--- config.mk ---
export PLATFORM = sky130hd
export DESIGN_NAME = br_result_queue
export DESIGN_NICKNAME = d
export VERILOG_FILES = /design/src/rtl/br_result_queue.sv
export SDC_FILE = /design/constraint.sdc
export NUM_CORES = 1
export LEC_CHECK = 0
export BUFFER_PORTS_ARGS = -buffer_cell sky130_fd_sc_hd__buf_2
export CAP_MARGIN = 20
export CELL_PAD_IN_SITES_DETAIL_PLACEMENT = 0
export CELL_PAD_IN_SITES_GLOBAL_PLACEMENT = 1
export CORE_UTILIZATION = 35
export DETAILED_ROUTE_END_ITERATION = 10
export PLACE_DENSITY = 0.65
export RECOVER_POWER = 100
export REMOVE_ABC_BUFFERS = 1
export SETUP_SLACK_MARGIN = 0.15
export SLEW_MARGIN = 40
export SYNTH_ARGS = -nofsm -noshare
export SYNTH_HDL_FRONTEND = slang
export SYNTH_SLANG_ARGS = --single-unit
--- constraint.sdc ---
create_clock -name clk -period 3.8 [get_ports clk]
set_input_delay 0.19 -clock clk [delete_from_list [all_inputs] [get_ports clk]]
set_output_delay 0.19 -clock clk [all_outputs]
set_load 0.01 [all_outputs]
--- src/rtl/br_result_queue.sv ---
`default_nettype none
// ============================================================================
// Module      : br_result_queue
// Description : Multi-lane FIFO buffering resolved branch results for the
//               predictor update port. Optional same-PHT-index coalescing is
//               enabled by defining BR_RESULT_QUEUE_COALESCE_EN.
// Revision    : 1.0 - initial release
// ============================================================================
module br_result_queue #(
  parameter int LANES  = 2,
  parameter int DEPTH  = 8,
  parameter int ADDR_W = 32,
  parameter int PV_W   = 16,
  parameter int IDX_W  = 9
) (
  input  logic                      clk,
  input  logic                      rst,
  input  logic [LANES-1:0]          in_valid,
  input  logic [LANES*ADDR_W-1:0]   in_addr,
  input  logic [LANES-1:0]          in_taken,
  input  logic [LANES-1:0]          in_mispred,
  input  logic [LANES-1:0]          in_cond,
  input  logic [LANES*PV_W-1:0]     in_prev,
  output logic                      in_ready,
  output logic                      out_valid,
  output logic [ADDR_W-1:0]         out_addr,
  output logic                      out_taken,
  output logic                      out_mispred,
  output logic                      out_cond,
  output logic [PV_W-1:0]           out_prev,
  input  logic                      out_ready,
  output logic [$clog2(DEPTH+1)-1:0] count,
  output logic                      overflow
);

  localparam int AW = $clog2(DEPTH);
  localparam int CW = $clog2(DEPTH+1);
  localparam int EW = ADDR_W + 3 + PV_W;

`ifdef BR_RESULT_QUEUE_COALESCE_EN
  localparam bit COALESCE = 1'b1;
`else
  localparam bit COALESCE = 1'b0;
`endif

  logic [AW-1:0]    head_q, head_d;
  logic [AW-1:0]    tail_q, tail_d;
  logic [CW-1:0]    count_q, count_d;
  logic             overflow_q, overflow_d;
  logic [EW-1:0]    mem_q [DEPTH];

  logic [LANES-1:0] lane_keep;
  logic [AW-1:0]    lane_slot [LANES];
  logic [CW-1:0]    keep_cnt;
  logic [CW-1:0]    enq_cnt;
  logic             deq;

  assign in_ready = (count_q <= CW'(DEPTH - LANES));
  assign deq      = (count_q != '0) && out_ready;

  // A lane is dropped when a lower valid lane in the same cycle hits the same PHT index.
  always_comb begin
    lane_keep = in_valid;
    for (int i = 0; i < LANES; i++) begin
      for (int j = 0; j < i; j++) begin
        if (COALESCE && in_valid[i] && in_valid[j] &&
            (in_addr[i*ADDR_W+2 +: IDX_W] == in_addr[j*ADDR_W+2 +: IDX_W])) begin
          lane_keep[i] = 1'b0;
        end
      end
    end
  end

  // Kept lanes pack into consecutive slots from the tail; pointer math wraps naturally.
  always_comb begin
    keep_cnt = '0;
    for (int i = 0; i < LANES; i++) begin
      lane_slot[i] = tail_q + keep_cnt[AW-1:0];
      if (lane_keep[i]) begin
        keep_cnt = keep_cnt + CW'(1);
      end
    end
  end

  always_comb begin
    enq_cnt    = in_ready ? keep_cnt : '0;
    head_d     = head_q + AW'(deq);
    tail_d     = tail_q + enq_cnt[AW-1:0];
    count_d    = count_q + enq_cnt - CW'(deq);
    overflow_d = overflow_q | (~in_ready & (|in_valid));
  end

  always_ff @(posedge clk) begin
    if (rst) begin
      head_q     <= '0;
      tail_q     <= '0;
      count_q    <= '0;
      overflow_q <= 1'b0;
    end else begin
      head_q     <= head_d;
      tail_q     <= tail_d;
      count_q    <= count_d;
      overflow_q <= overflow_d;
    end
  end

  always_ff @(posedge clk) begin
    if (!rst && in_ready) begin
      for (int i = 0; i < LANES; i++) begin
        if (lane_keep[i]) begin
          mem_q[lane_slot[i]] <= {in_addr[i*ADDR_W +: ADDR_W], in_taken[i], in_mispred[i],
                                  in_cond[i], in_prev[i*PV_W +: PV_W]};
        end
      end
    end
  end

  assign out_valid = (count_q != '0);
  assign {out_addr, out_taken, out_mispred, out_cond, out_prev} = mem_q[head_q];
  assign count     = count_q;
  assign overflow  = overflow_q;

endmodule
`default_nettype wire

==> results of run 1 <==
[placed cells by master (no fill, tap or decap), types with 4 or more instances in the layout]
cell,count
nor4_4,6
nor2b_1,6
clkbuf_16,49
edfxtp_1,408
clkbuf_2,7
ha_1,14
a31o_4,4
mux4_2,102
mux2_1,74
mux2_2,381
clkinv_1,7
buf_12,13
inv_1,13
clkbuf_1,56
dlygate4sd3_1,106
nor2_1,9
clkinv_2,9
buf_4,8
mux2_4,5
dfxtp_1,9
nand2_1,4
buf_2,133
[cells by family (layout without fill, tap and decap cells)]
group           count (synthesis)  after routing
compound gates                 13             13
xor+xnor                        5              5
fa+ha+maj                      16             16
buf+inv                        87            406
flops                         419            419
mux                           562            562
other cells                     0              3
simple gates                   38             38
[synthesized netlist by cell type, drive strengths merged, types with 3 or more instances]
master and number:
mux2 460, edfxtp 408, mux4 102, buf 58
clkbuf 16, ha 14, inv 13, dfxtp 11
nor2 9, a31o 8, nor4 8, nor2b 6
nand2 4, xnor2 3
[final cells by class]
cell class / instances / area (sq um)
Tap cell: 773 / 967
Timing Repair Buffer: 310 / 2250
Fill cell: 5449 / 34100
Sequential cell: 419 / 12500
Antenna cell: 3 / 7.51
Clock inverter: 18 / 131
Clock buffer: 65 / 1290
Multi-Input combinational cell: 634 / 8210
Inverter: 13 / 48.8
[how the worst max path moves through the flow]
stage,end,start,cells past startpoint
2_1_floorplan,out_addr[0],head_q[0],2
3_3_place_gp,count[3],count[3],12
3_5_place_dp,count[3],count[3],12
4_1_cts,mem_q[3][7],count[3],7
5_1_grt,out_addr[27],head_q[0],4
6_report,mem_q[1][31],tail_q[0],6
[registers in the layout (all words and copies together) (netlist names)]
register / flops
overflow: 1
head_q: 3
mem_q: 408
count: 4
tail_q: 3
[worst reg2reg max path: stages, from the launching register on]
cell and delay (ps):
dfxtp_1 330, ha_1 180, ha_1 310, nand4bb_1 370
nor4_4 280, a31o_1 1020, clkbuf_1 560
[power by group]
part	leakage [nW]	total (mW)	internal [mW]	switching [mW]
clock	0.697	4.31	2.49	1.82
sequential	3.79	5.79	5.61	0.181
combinational	3.75	3.63	1.79	1.85
total	8.24	13.7	9.88	3.85
[per-stage QoR]
stage | util | hold WS, ps | TNS, ps | setup slack, ps | area (sq um)
6_report | 0.427 | 32.7 | 0 | 368 | 25400
3_3_place_gp | 0.390 | 433 | 0 | 715 | 23200
2_1_floorplan | - | 257 | -433590 | -1610 | 20800
4_1_cts | 0.432 | 0.720 | 0 | 375 | 25700
5_1_grt | 0.427 | 10.6 | 0 | 181 | 25400
3_5_place_dp | 0.391 | 449 | 0 | 692 | 23200
[layer usage]
layer | vias up | track usage | wire length (um) | part of all wire
met5 | - | 0 | 37 | 0.00067
met4 | 6 | 0.0375 | 740 | 0.013
met3 | 60 | 0.0331 | 2390 | 0.043
met2 | 232 | 0.295 | 26700 | 0.48
met1 | 6198 | 0.252 | 25200 | 0.46
li1 | 5250 | - | - | -
==> flow_summary.yaml, run 1 <==
routing:
  avgViaCountPerCell: 5.26
  drt_pass1_iterations: 4
  drc: 0
  wl_um: 55100
  vias: 11746
  ant_nets: 0
  drt_iter0_drc: 777
  routedWlPerCell_um: 24.6
min_path:
  min_path_type: "input port to flop"
  holdPathEnd: "mem_q[4][46]"
  worstHoldStart: "in_addr[27]"
  holdPathStages: 2
setup_path:
  crit_buf_inv: 1
  arrival_ps: 3640
  critPathRequiredTime_ps: 4000
  path_cells: "ha_1, ha_1, nand4bb_1, nor4_4, a31o_1, clkbuf_1"
  crit_family: "compound AO/OA/AOI/OAI gates"
  crit_fanout: 17
  slowest_stage: "a31o_1"
  cp_common_cell: "ha_1"
  cpPeakStageDelay_ps: 1020
  cp-start-kind: "flop"
  rrSetupSlack_ps: 370
  rr_endpoint: "mem_q[1][31]"
  reg2reg_depth: 6
  regToRegStartpoint: "tail_q[0]"
  critPathKind: "flop to flop"
  end_kind: "flop"
timing:
  max_freq_mhz: 291
  rsz0062_at_grt: "false"
  setup_viol: 0
  slew_violations: 0
  finalHoldViolCount: 0
  finalCriticalPeriod_ps: 3430
  worst_pin_slew_ps: 1380
  maxSlewHeadroom: 0.0831
  fin_skew_ps: 10.9
  period_share: 0.903
die:
  core_area_sq_mm: 0.0595
  fp.dieW_um: 248
  initial_core_util: 0.357
  io_pins: 165
  dieArea_sq_mm: 0.0616
  die_h_um: 248
  row_count: 89
placed_design:
  hpwl_um: 31500
  place.port_buffers: 164
  routabilityCongestion: 0.707
  place_inst: 2043
yosys:
  synth-simple-area-share: 0.0161
  synthCells: 1140
  synth_top_area_share: 0.577
  synthXorXnorAreaFrac: 0.00242
  synth_top_family_by_area: "multiplexers"
  synth_fa_ha_area_frac: 0.0101
  synth-async-reset-ratio: 0
  yosysSeqAreaShare: 0.587
  synth_compound_area_frac: 0.00483
  synth_top_cell_by_area: "edfxtp_1"
  ys_types: 33
  synth.cell_area_sq_mm: 0.0212
  synth.area.top_cells: "edfxtp_1, mux2_2, mux4_2"
  synthMuxAreaShare: 0.357
  ys_ff_latch: 419
  avgSynthCellArea_sq_um: 18.6
  yosys_warnings: 0
  synth_edf_count: 408
  synth_ff_type: "edfxtp_1"
layout:
  area_delta_synth_final_pct: 19.6
  drive_above_1_share: 0.499
  layout.nets: 1548
  layout.cells.non_filler: 2235
global_route:
  grt_pass1_vias: 12513
  grt_pass1_wl_um: 81700
  antenna_found_initial: 7
  grt.overflow.total: 0
  grt_util_all_layers: 0.181
  grt_max_degree: 52
power:
  p_per_area_mw_per_mm2: 541
  cellLeakagePower_nw: 8.24
  finalPower_mw: 13.7
  ir_drop_v: 0.000317
clock_tree:
  ctsResizeCount: 0
  path_clk_slew_ps: 60
  holdBufCountCts: 106
  cts.sink_count: 419
  clk_path_buf_depth: 3
  cts_made_buffers: 47
  cts_tree: "built"
  post-cts-setup-buffer-count: 0
  cts-root-buf: "clkbuf_16"
  htree_levels: 2
  clk-insertion-delay-late_ps: 580
run:
  drv_cap: 0
status:
  status: "completed"
No activity file was read; power rests on OpenSTA's default activity.
==> run 2: changes to the inputs <==
--- a/config.mk
+++ b/config.mk
@@ -9,9 +9,9 @@
 export CAP_MARGIN = 20
 export CELL_PAD_IN_SITES_DETAIL_PLACEMENT = 0
 export CELL_PAD_IN_SITES_GLOBAL_PLACEMENT = 1
-export CORE_UTILIZATION = 35
+export CORE_UTILIZATION = 53
 export DETAILED_ROUTE_END_ITERATION = 10
-export PLACE_DENSITY = 0.65
+export PLACE_DENSITY_LB_ADDON = 0.1
 export RECOVER_POWER = 100
 export REMOVE_ABC_BUFFERS = 1
 export SETUP_SLACK_MARGIN = 0.15
==> flow_summary.yaml, run 2 (synthesized netlist as in run 1, its figures left out) <==
die:
  io_pins: 165
  die_h_um: 202
  initial_core_util: 0.543
  row_count: 72
  core_area_sq_mm: 0.0391
  dieArea_sq_mm: 0.0409
  fp.dieW_um: 202
power:
  cellLeakagePower_nw: 7.90
  ir_drop_v: 0.000471
  p_per_area_mw_per_mm2: 550
  finalPower_mw: 13.4
layout:
  drive_above_1_share: 0.522
  layout.nets: 1486
  multi_input_area_sq_mm: 0.00818
  area_delta_synth_final_pct: 14.8
  final_common_cell: "edfxtp_1"
  final_cell_mix: "edfxtp_1, mux2_2, buf_2"
  num-fill-cells: 2950
  final-seq-area_sq_mm: 0.0125
  largest_reg_flops: 408
setup_path:
  regToRegStartpoint: "count[3]"
  arrival_ps: 3290
  critPathRequiredTime_ps: 3610
  rrSetupSlack_ps: 390
  cp-start-kind: "flop"
  crit_fanout: 39
  critPathCapture: "out_prev[0]"
  end_kind: "output port"
  critPathKind: "flop to output port"
  rr_endpoint: "mem_q[6][44]"
  reg2reg_depth: 6
  startpoint: "head_q[1]"
routing:
  drt_pass1_iterations: 5
  routedWlPerCell_um: 26.3
  avgViaCountPerCell: 5.98
  vias: 11472
  drc: 0
  wl_um: 50400
  ant_nets: 0
  drt_iter0_drc: 822
timing:
  worst_pin_slew_ps: 1300
  fin_skew_ps: 12.2
  period_share: 0.916
  rsz0062_at_grt: "false"
  tns_ps: 0
  max_freq_mhz: 287
  finalHoldViolCount: 0
  maxSlewHeadroom: 0.130
  setup_viol: 0
  finalCriticalPeriod_ps: 3480
  slew_violations: 0
clock_tree:
  htree_levels: 2
  cts.sink_count: 419
  path_clk_slew_ps: 60
  clk_path_buf_depth: 3
  clk-insertion-delay-late_ps: 570
  cts_made_buffers: 46
  cts-root-buf: "clkbuf_16"
  cts_tree: "built"
  post-cts-setup-buffer-count: 0
global_route:
  grt_util_all_layers: 0.251
  grt_max_degree: 52
  grt_pass1_vias: 12191
  grt.overflow.total: 0
  grt_pass1_wl_um: 76000
  antenna_found_initial: 6
min_path:
  min_path_type: "input port to flop"
placed_design:
  place.port_buffers: 164
  routabilityCongestion: 0.742
  hpwl_um: 28400
run:
  drv_cap: 0
status:
  status: "completed"
## run 2: changes by cell type in the layout (fill, tap and decap cells not counted), sizes merged
cell / previous run / this run
diode: 3 / 5
buf: 154 / 141
bufinv: 2 / 1
clkbuf: 115 / 122
clkinvlp: 0 / 1
inv: 13 / 14
dlygate4sd3: 106 / 46
clkinv: 16 / 17
## run 2: critical path, stage by stage (launching register included)
cell	delay [ps]
dfxtp_2	1110
clkbuf_4	730
mux4_2	390
mux2_2	310
buf_2	150
## run 2: power breakdown
group	switching (mW)	leakage, nW	internal [mW]	total [mW]
logic	1.72	3.46	1.75	3.47
clock network	1.78	0.656	2.32	4.10
registers	0.225	3.79	5.61	5.84
## run 2: area by class of cell
class | instances | area share
repair buffers | 249 | 0.0678
diodes | 5 | 0.000513
multi-input cells | 634 | 0.336
well taps | 518 | 0.0266
flip-flops and latches | 419 | 0.512
inverters | 13 | 0.00200
clock inverters | 20 | 0.00488
clock buffers | 60 | 0.0503
## run 2: through the flow
| stage | instance area (sq um) | std cells | worst slack (ps) | utilization | hold slack (ps) |
|---|---|---|---|---|---|
| 6_report | 24400 | 1918 | 321 | 0.623 | 26.1 |
| 2_1_floorplan | 20800 | 1066 | -1610 | - | 257 |
| 4_1_cts | 24700 | 1913 | 465 | 0.632 | 0.0411 |
| 5_1_grt | 24400 | 1915 | 184 | 0.623 | 24.2 |
| 3_5_place_dp | 22900 | 1787 | 739 | 0.586 | 437 |
| 3_3_place_gp | 22800 | 1784 | 785 | 0.584 | 430 |
## run 2: how the worst min path moves through the flow
| stage | start | end | cells after the start |
|---|---|---|---|
| 3_5_place_dp | overflow | overflow | 2 |
| 3_3_place_gp | overflow | overflow | 2 |
| 4_1_cts | in_addr[15] | mem_q[5][34] | 2 |
| 5_1_grt | in_prev[8] | mem_q[2][8] | 2 |
| 2_1_floorplan | rst | tail_q[1] | 1 |
| 6_report | in_cond[0] | mem_q[5][16] | 2 |
## run 2: what timing repair did
action                    CTS  global route
hold buffers               46             0
hold endpoints to repair   87             0
resized for setup           0             0
## run 2: metal layers
| metal | share of wire | routed length [um] | GRT usage |
|---|---|---|---|
| met5 | 0.00048 | 24 | 0 |
| met4 | 0.018 | 895 | 0.0661 |
| met3 | 0.047 | 2370 | 0.0392 |
| met2 | 0.48 | 24500 | 0.412 |
| met1 | 0.45 | 22700 | 0.351 |
